<file path="config.mk">
export PLATFORM = sky130hd
export DESIGN_NAME = lifo_pop_stream
export DESIGN_NICKNAME = d
export VERILOG_FILES = /design/src/rtl/lifo_pkg.sv /design/src/rtl/lifo_out_buf.sv /design/src/rtl/lifo_pop_stream.sv
export SDC_FILE = /design/constraint.sdc
export NUM_CORES = 1
export LEC_CHECK = 0
export ABC_AREA = 1
export CORE_MARGIN = 2
export CORE_UTILIZATION = 40
export CTS_BUF_LIST = sky130_fd_sc_hd__clkbuf_16
export DETAILED_ROUTE_END_ITERATION = 12
export PLACE_DENSITY = 0.79
export SKIP_CTS_REPAIR_TIMING = 1
export SYNTH_ARGS = -nofsm -noshare
export SYNTH_HDL_FRONTEND = slang
export SYNTH_HIERARCHICAL = 1
export SYNTH_SLANG_ARGS = --single-unit
</file>
<file path="constraint.sdc">
create_clock -name clk -period 1.4 [get_ports clk]
set_input_delay 0.35 -clock clk [delete_from_list [all_inputs] [get_ports clk]]
set_output_delay 0.35 -clock clk [all_outputs]
set_load 0.05 [all_outputs]
</file>
<file path="src/rtl/lifo_pkg.sv">
// ============================================================================
// Module      : lifo_pkg
// Description : Shared constants and types for the LIFO pop-to-stream block.
// Revision    : 1.0 - initial release
// ============================================================================
`default_nettype none

package lifo_pkg;

  localparam int LIFO_WIDTH = 32;
  localparam int CNT_W      = 16;

  typedef logic [1:0] occ_t;

endpackage

`default_nettype wire

</file>
<file path="src/rtl/lifo_out_buf.sv">
// ============================================================================
// Module      : lifo_out_buf
// Description : Two-entry FIFO holding popped words until the stream takes
//               them; head and occupancy come straight from registers.
// Revision    : 1.0 - initial release
// ============================================================================
`default_nettype none

module lifo_out_buf
  import lifo_pkg::*;
#(
  parameter int WIDTH = LIFO_WIDTH
) (
  input  logic             clk,
  input  logic             rst_n,
  input  logic             wr,
  input  logic [WIDTH-1:0] wdata,
  input  logic             rd,
  output logic [WIDTH-1:0] head,
  output occ_t             occ
);

  logic [WIDTH-1:0] r_mem [2];
  logic             r_wptr;
  logic             r_rptr;
  occ_t             r_occ;

  // The caller guarantees wr only when not full (or reading) and rd only when
  // not empty, so a write into a full buffer always lands on the departing head.
  always_ff @(posedge clk or negedge rst_n) begin
    if (!rst_n) begin
      r_mem[0] <= '0;
      r_mem[1] <= '0;
      r_wptr   <= 1'b0;
      r_rptr   <= 1'b0;
      r_occ    <= '0;
    end else begin
      if (wr) begin
        r_mem[r_wptr] <= wdata;
        r_wptr        <= ~r_wptr;
      end
      if (rd) begin
        r_rptr <= ~r_rptr;
      end
      case ({wr, rd})
        2'b10:   r_occ <= r_occ + 2'd1;
        2'b01:   r_occ <= r_occ - 2'd1;
        default: r_occ <= r_occ;
      endcase
    end
  end

  assign head = r_mem[r_rptr];
  assign occ  = r_occ;

endmodule

`default_nettype wire

</file>
<file path="src/rtl/lifo_pop_stream.sv">
// ============================================================================
// Module      : lifo_pop_stream
// Description : Pops words off a LIFO and presents them as a valid/ready
//               stream through a two-entry registered buffer.
//               Optional macro LIFO_POP_STREAM_CNT_EN adds a 16-bit pop_cnt.
// Revision    : 1.0 - initial release
// ============================================================================
`default_nettype none

module lifo_pop_stream
  import lifo_pkg::*;
#(
  parameter int WIDTH     = LIFO_WIDTH,
  parameter int BUF_DEPTH = 2
) (
  input  logic             clk,
  input  logic             rst_n,
  input  logic             en,
  input  logic             lifo_empty,
  input  logic             lifo_push,
  input  logic [WIDTH-1:0] lifo_data,
  output logic             lifo_pop,
  output logic             m_valid,
  input  logic             m_ready,
  output logic [WIDTH-1:0] m_data,
  output occ_t             occ
`ifdef LIFO_POP_STREAM_CNT_EN
  ,
  output logic [CNT_W-1:0] pop_cnt
`endif
);

  localparam occ_t C_FULL = occ_t'(BUF_DEPTH);

  logic w_space;
  logic w_xfer;

  assign w_xfer  = m_valid & m_ready;
  assign w_space = (occ < C_FULL) | ((occ == C_FULL) & w_xfer);

  // Push wins at the stack, so a pop alongside it would be silently dropped.
  assign lifo_pop = rst_n & en & ~lifo_empty & ~lifo_push & w_space;
  assign m_valid  = (occ != 2'd0);

  lifo_out_buf #(
    .WIDTH (WIDTH)
  ) u_out_buf (
    .clk   (clk),
    .rst_n (rst_n),
    .wr    (lifo_pop),
    .wdata (lifo_data),
    .rd    (w_xfer),
    .head  (m_data),
    .occ   (occ)
  );

`ifdef LIFO_POP_STREAM_CNT_EN
  logic [CNT_W-1:0] r_pop_cnt;

  always_ff @(posedge clk or negedge rst_n) begin
    if (!rst_n) begin
      r_pop_cnt <= '0;
    end else if (lifo_pop) begin
      r_pop_cnt <= r_pop_cnt + CNT_W'(1);
    end
  end

  assign pop_cnt = r_pop_cnt;
`endif

endmodule

`default_nettype wire

</file>
# Word level (Yosys, flattened, before mapping)

Index checks and enable logic that the tools add are counted.

Add/subtract/negate cells: 2
$lt $le $gt $ge: 4
Equal/unequal tests: 3
Multiplexer cells: 7
Bitwise logic cells: 13
Reductions and logical operators: 3

Operator list:

| operator            | count |
|---|---|
| $mux 32             | 4 |
| $bwmux 64           | 1 |
| $demux 32 s1        | 1 |
| $and 1x1->1         | 6 |
| $eq 2x2->1 const B  | 2 |
| $ge 2x2->1 const B  | 2 |
| $not 1->1           | 4 |
| $not 1->2           | 2 |
| $pmux 2 s2          | 1 |
| $reduce_bool 2->1   | 2 |
| $add 2x1->2 const B | 1 |
| $eq 2x1->1 const B  | 1 |
| $lt 2x1->1 const B  | 1 |
| $lt 2x2->1 const B  | 1 |
| $sub 2x1->2 const B | 1 |
| $logic_and 1x1->1   | 1 |
| $or 1x1->1          | 1 |

Bits in registers: 68
Input port bits: 38
Output and inout port bits: 36
Word-level logic and storage cells: 37

# Depth between registers and ports, before layout

Depth in word-level cells: 7
Depth in mapped cells: 11
Gate-level depth less buffers: 11

# Cells and area by module

The synthesis kept the hierarchy.

By module, submodules not included:

| module          | instances | cells an instance | area an instance (µm²) | seq. area each (µm²) |
|---|---|---|---|---|
| lifo_out_buf    | 1         | 362               | 3085.5                 | 1701.6 |
| lifo_pop_stream | 1         | 10                | 42.5                   | 0.0 |

# Least setup slack after synthesis

OpenSTA, ideal clock, no wires.

Kind: reg-to-reg
Start point: register u_out_buf.r_occ[0], in the netlist u_out_buf/occ[0]
End point: register u_out_buf/r_mem[10] (netlist name)
Setup time: 0.130 ns
Data arrival time: 2.289 ns
Required time: 1.270 ns
Path slack: -1.019 ns
Stages on the path, launching flop included: 8
Path buffers: 1
Clock period less this slack: 2.419 ns
Cell sequence: dfrtp_1 > inv_1 > a21oi_1 > nor2_1 > nand2_1 > clkbuf_1 > nand2_1 > o21ai_0

Word-level cells in the longest chain between the ends: 5
Elaborated cells between the ends (all ways): 7
Those cells by class: order compare (1); eq/ne (1); bitwise (4); reduce/logical (1)

RTL lines:

| what                            | line                  | text |
|---|---|---|
| from (decl)                     | lifo_out_buf.sv:26    | `occ_t r_occ;` |
| from (signal assigned)          | lifo_out_buf.sv:46    | `2'b10: r_occ <= r_occ + 2'd1;` |
| from (signal assigned)          | lifo_out_buf.sv:47    | `2'b01: r_occ <= r_occ - 2'd1;` |
| from (signal assigned)          | lifo_out_buf.sv:48    | `default: r_occ <= r_occ;` |
| $reduce_bool 2->1               | lifo_pop_stream.sv:43 | `assign m_valid = (occ != 2'd0);` |
| $and 1x1->1                     | lifo_pop_stream.sv:38 | `assign w_xfer = m_valid & m_ready;` |
| $and 1x1->1                     | lifo_pop_stream.sv:39 | `assign w_space = (occ < C_FULL) \| ((occ == C_FULL) & w_xfer);` |
| $or 1x1->1 (*)                  | lifo_pop_stream.sv:39 |  |
| $and 1x1->1 (*)                 | lifo_pop_stream.sv:42 | `assign lifo_pop = rst_n & en & ~lifo_empty & ~lifo_push & w_space;` |
| named net lifo_pop              | lifo_pop_stream.sv:22 | `output logic lifo_pop,` |
| to (signal, indexed assignment) | lifo_out_buf.sv:39    | `r_mem[r_wptr] <= wdata;` |
| to (decl)                       | lifo_out_buf.sv:23    | `logic [WIDTH-1:0] r_mem [2];` |

Mark *: on every way through the listed nets, which the timed path passes. The rest lies on a longest branch.
A chain may end at the register's enable or synchronous reset.

# Worst setup path after layout

Start point: register u_out_buf.r_rptr
End point: output port m_data[7]

Word-level cells in the longest chain between the ends: 4

RTL lines:

| what                                        | line                  | text |
|---|---|---|
| from (decl)                                 | lifo_out_buf.sv:25    | `logic r_rptr;` |
| from (signal assigned)                      | lifo_out_buf.sv:43    | `r_rptr <= ~r_rptr;` |
| $not 1->2 (implied by the code)             | lifo_out_buf.sv:53    | `assign head = r_mem[r_rptr];` |
| $mux 32 (implied by the code) (3 in series) | lifo_out_buf.sv:53    |  |
| to (decl)                                   | lifo_pop_stream.sv:25 | `output logic [WIDTH-1:0] m_data,` |

Every way passes these cells. The select of a mux whose other input is x is not followed.

==> results.tsv <==
metric	value	unit
routed length per placed instance	15.6	um
diodes inserted	0	
# clock sinks	68	
cell area after synthesis	3130	um^2
number of buffers created by CTS	9	
maximum number of pins on one net before global-route repair	69	
setup clock skew after layout	3.35	ps
number of antenna violations at the first check in global routing	0	
number of global-route vias before repair	2588	
detailed-routed wire length on met3	316	um
wire length of the first global-routing pass	11900	um
highest metal layer with signal wires	met4	
unrepaired setup endpoints after global routing	true	
Syn Nets	411	
share of total power in the clock network	12.3	%
number of distinct library cell variants in the gate-level netlist after synthesis	20	
total wire length	8900	um
share of the core filled with cells	73.2	%
Ports	74	
crit path time final	1810	ps
overall die width	92.4	um
type of element capturing the critical path	output pin	
clk_lat worst skew	320	ps
die height	92.4	um
half-perimeter wire length of the detailed placement result	4740	um
sum of overflow across all layers after global routing	0	
combinational cell fraction of total power	63.4	%
final worst slack	-408	ps
net switching component of the power	6.87	mW
drt first pass iters	4	
Sw Share	44.4	%
mean post-synth cell area	8.41	um^2
critical-path maximum fanout	26	
Final Hold Fails	0	
clock slew at reported path FFs	50	ps
Worst EP required	1050	ps
final instance area	5600	um^2
floorplan die area	8540	um^2
detailed-route wire length on metal 1	3580	um
clock tree from TritonCTS	done	
startpoint type of the worst setup path	register	
outcome	complete, but fails checks	
critical setup path kind	reg2out	
number of buffer cells added on primary ports	73	
worst slew pin tran	898	ps
antenna viol nets, final	0	
fraction of layout instances using a drive strength above 1	40.0	%
number of design rule violations left after detail routing	0	
largest buffer count on any clock path	2	
average vias per placed instance	4.92	
post-synthesis register bit count	68	
Max Clock Freq	553	MHz
number of cells produced by synthesis	372	
leakage power	2.61	nW
count of yosys warnings during synthesis	6	
part of the cycle the worst path needs	129	%
commonest cells after routing, fill and taps aside	inv_1 (69), nand2_1 (67), dfrtp_1 (65)	
Worst Hold Class	in2async	
Slew Viols, Final	0	
power density over the cells	2760	nW/um^2
Total Routing Usage GR	17.4	%
area overhead of the layout relative to synthesis	79.1	%
arrival time at the worst endpoint	1460	ps
fill count	515	
cell area after placement	4760	um^2
sequential fraction of design power	24.3	%
worst slew slack as a fraction of its limit	40.1	%
violations in the final reports	negative setup slack	
Routability Congestion	0.715	
VDD IR max	1870	uV
clock root buffer master	clkbuf_16	
Core Region	7650	um^2
number of vias after detailed routing	2816	
total setup violations reported at the end of the flow	67	
most frequent standard cell in the layout excluding fill and tap cells	inv_1	
metal2 WL	4900	um
number of placement rows	32	
DRC marker count from the first detailed-route iteration	142	
Internal	8.59	mW
effective utilization at floorplan	40.9	%
Post-layout nets	505	
number of max-cap violations	0	
htree depth	3	
sequential cell area fraction in the yosys report	54.4	%
logic make-up (layout without fill, tap and decap cells):
logic type,after synthesis,after routing,synth area share [%]
compound gates,98,98,18.5
xor+xnor,2,2,0.560
fa+ha+maj,1,1,0.400
buf+inv,92,189,12.6
flops,68,68,54.4
simple gates,111,112,13.5
cells in the mapped netlist (all sizes together):
master	n	area share (%)
nand2	106	13
o21ai	96	18
inv	72	8.6
dfrtp	68	54
buf	10	2.8
clkbuf	10	1.2
nor2	2	0.24
a21oi	1	0.16
ha	1	0.40
nand3	1	0.16
nand4	1	0.20
o21a	1	0.24
or2	1	0.20
xnor2	1	0.28
xor2	1	0.28
power groups by stage:
stage	Combinational (mW)	Clock, mW	Sequential [mW]
finish	9.80	1.90	3.75
global route	10.3	2.04	3.86
CTS	9.22	1.93	3.48
detailed placement	9.18	0	3.50
global placement	8.99	0	3.43
floorplan	5.46	0	3.45
through the flow:
| stage | hold slack (ps) | cells | total power, mW | setup slack [ps] | setup TNS (ps) |
|---|---|---|---|---|---|
| 2_1_floorplan | 54.4 | 372 | 8.91 | -415 | -24290 |
| 3_3_place_gp | 464 | 542 | 12.4 | -521 | -28140 |
| 3_5_place_dp | 467 | 542 | 12.7 | -550 | -30100 |
| 4_1_cts | 285 | 557 | 14.6 | -388 | -19350 |
| 5_1_grt | 346 | 572 | 16.2 | -444 | -18270 |
| 6_report | 233 | 572 | 15.5 | -408 | -14330 |
worst max-delay path: stages (launching register included):
cell	delay (ps)
dfrtp_4	530
buf_16	210
nand2_1	160
o21ai_4	90
buf_12	150
layout make-up:
type | instances | area (um^2) | share of cell area, %
Sequential cell | 68 | 1710 | 30.5
Clock inverter | 6 | 23.8 | 0.424
Inverter | 72 | 273 | 4.87
Clock buffer | 9 | 225 | 4.02
Tap cell | 102 | 128 | 2.28
Timing Repair Buffer | 102 | 1570 | 28.0
Multi-Input combinational cell | 213 | 1670 | 29.9
layer usage:
metal  global-route usage [%]  vias up
li1                         -     1331
met1                     22.6     1387
met2                     29.4       87
met3                     2.85       11
met4                     5.97        0
met5                        0        -
sequential cells by signal (all words and copies together), names as in the netlist:
register / cells
u_out_buf/r_mem: 64
u_out_buf/occ: 2
u_out_buf/r_wptr: 1
u_out_buf/r_rptr: 1
path summary, 6_finish.rpt:
check	depth (start not counted)	slack (ps)	endpoint	start
max in group asynchronous	2	500	u_out_buf/r_rptr$_DFFE_PN0P_	rst_n
worst min-delay path	2	230	u_out_buf/occ[1]$_DFFE_PN0P_	rst_n
worst max register to register	8	-130	u_out_buf/r_mem[37]$_DFFE_PN0P_	u_out_buf/occ[0]$_DFFE_PN0P_
min in group clk	2	480	u_out_buf/r_mem[12]$_DFFE_PN0P_	u_out_buf/r_mem[12]$_DFFE_PN0P_
worst min register to register	2	480	u_out_buf/r_mem[12]$_DFFE_PN0P_	u_out_buf/r_mem[12]$_DFFE_PN0P_
worst max-delay path	4	-410	m_data[7]	u_out_buf/r_rptr$_DFFE_PN0P_
Note: power is estimated with default switching activity, not from simulation.
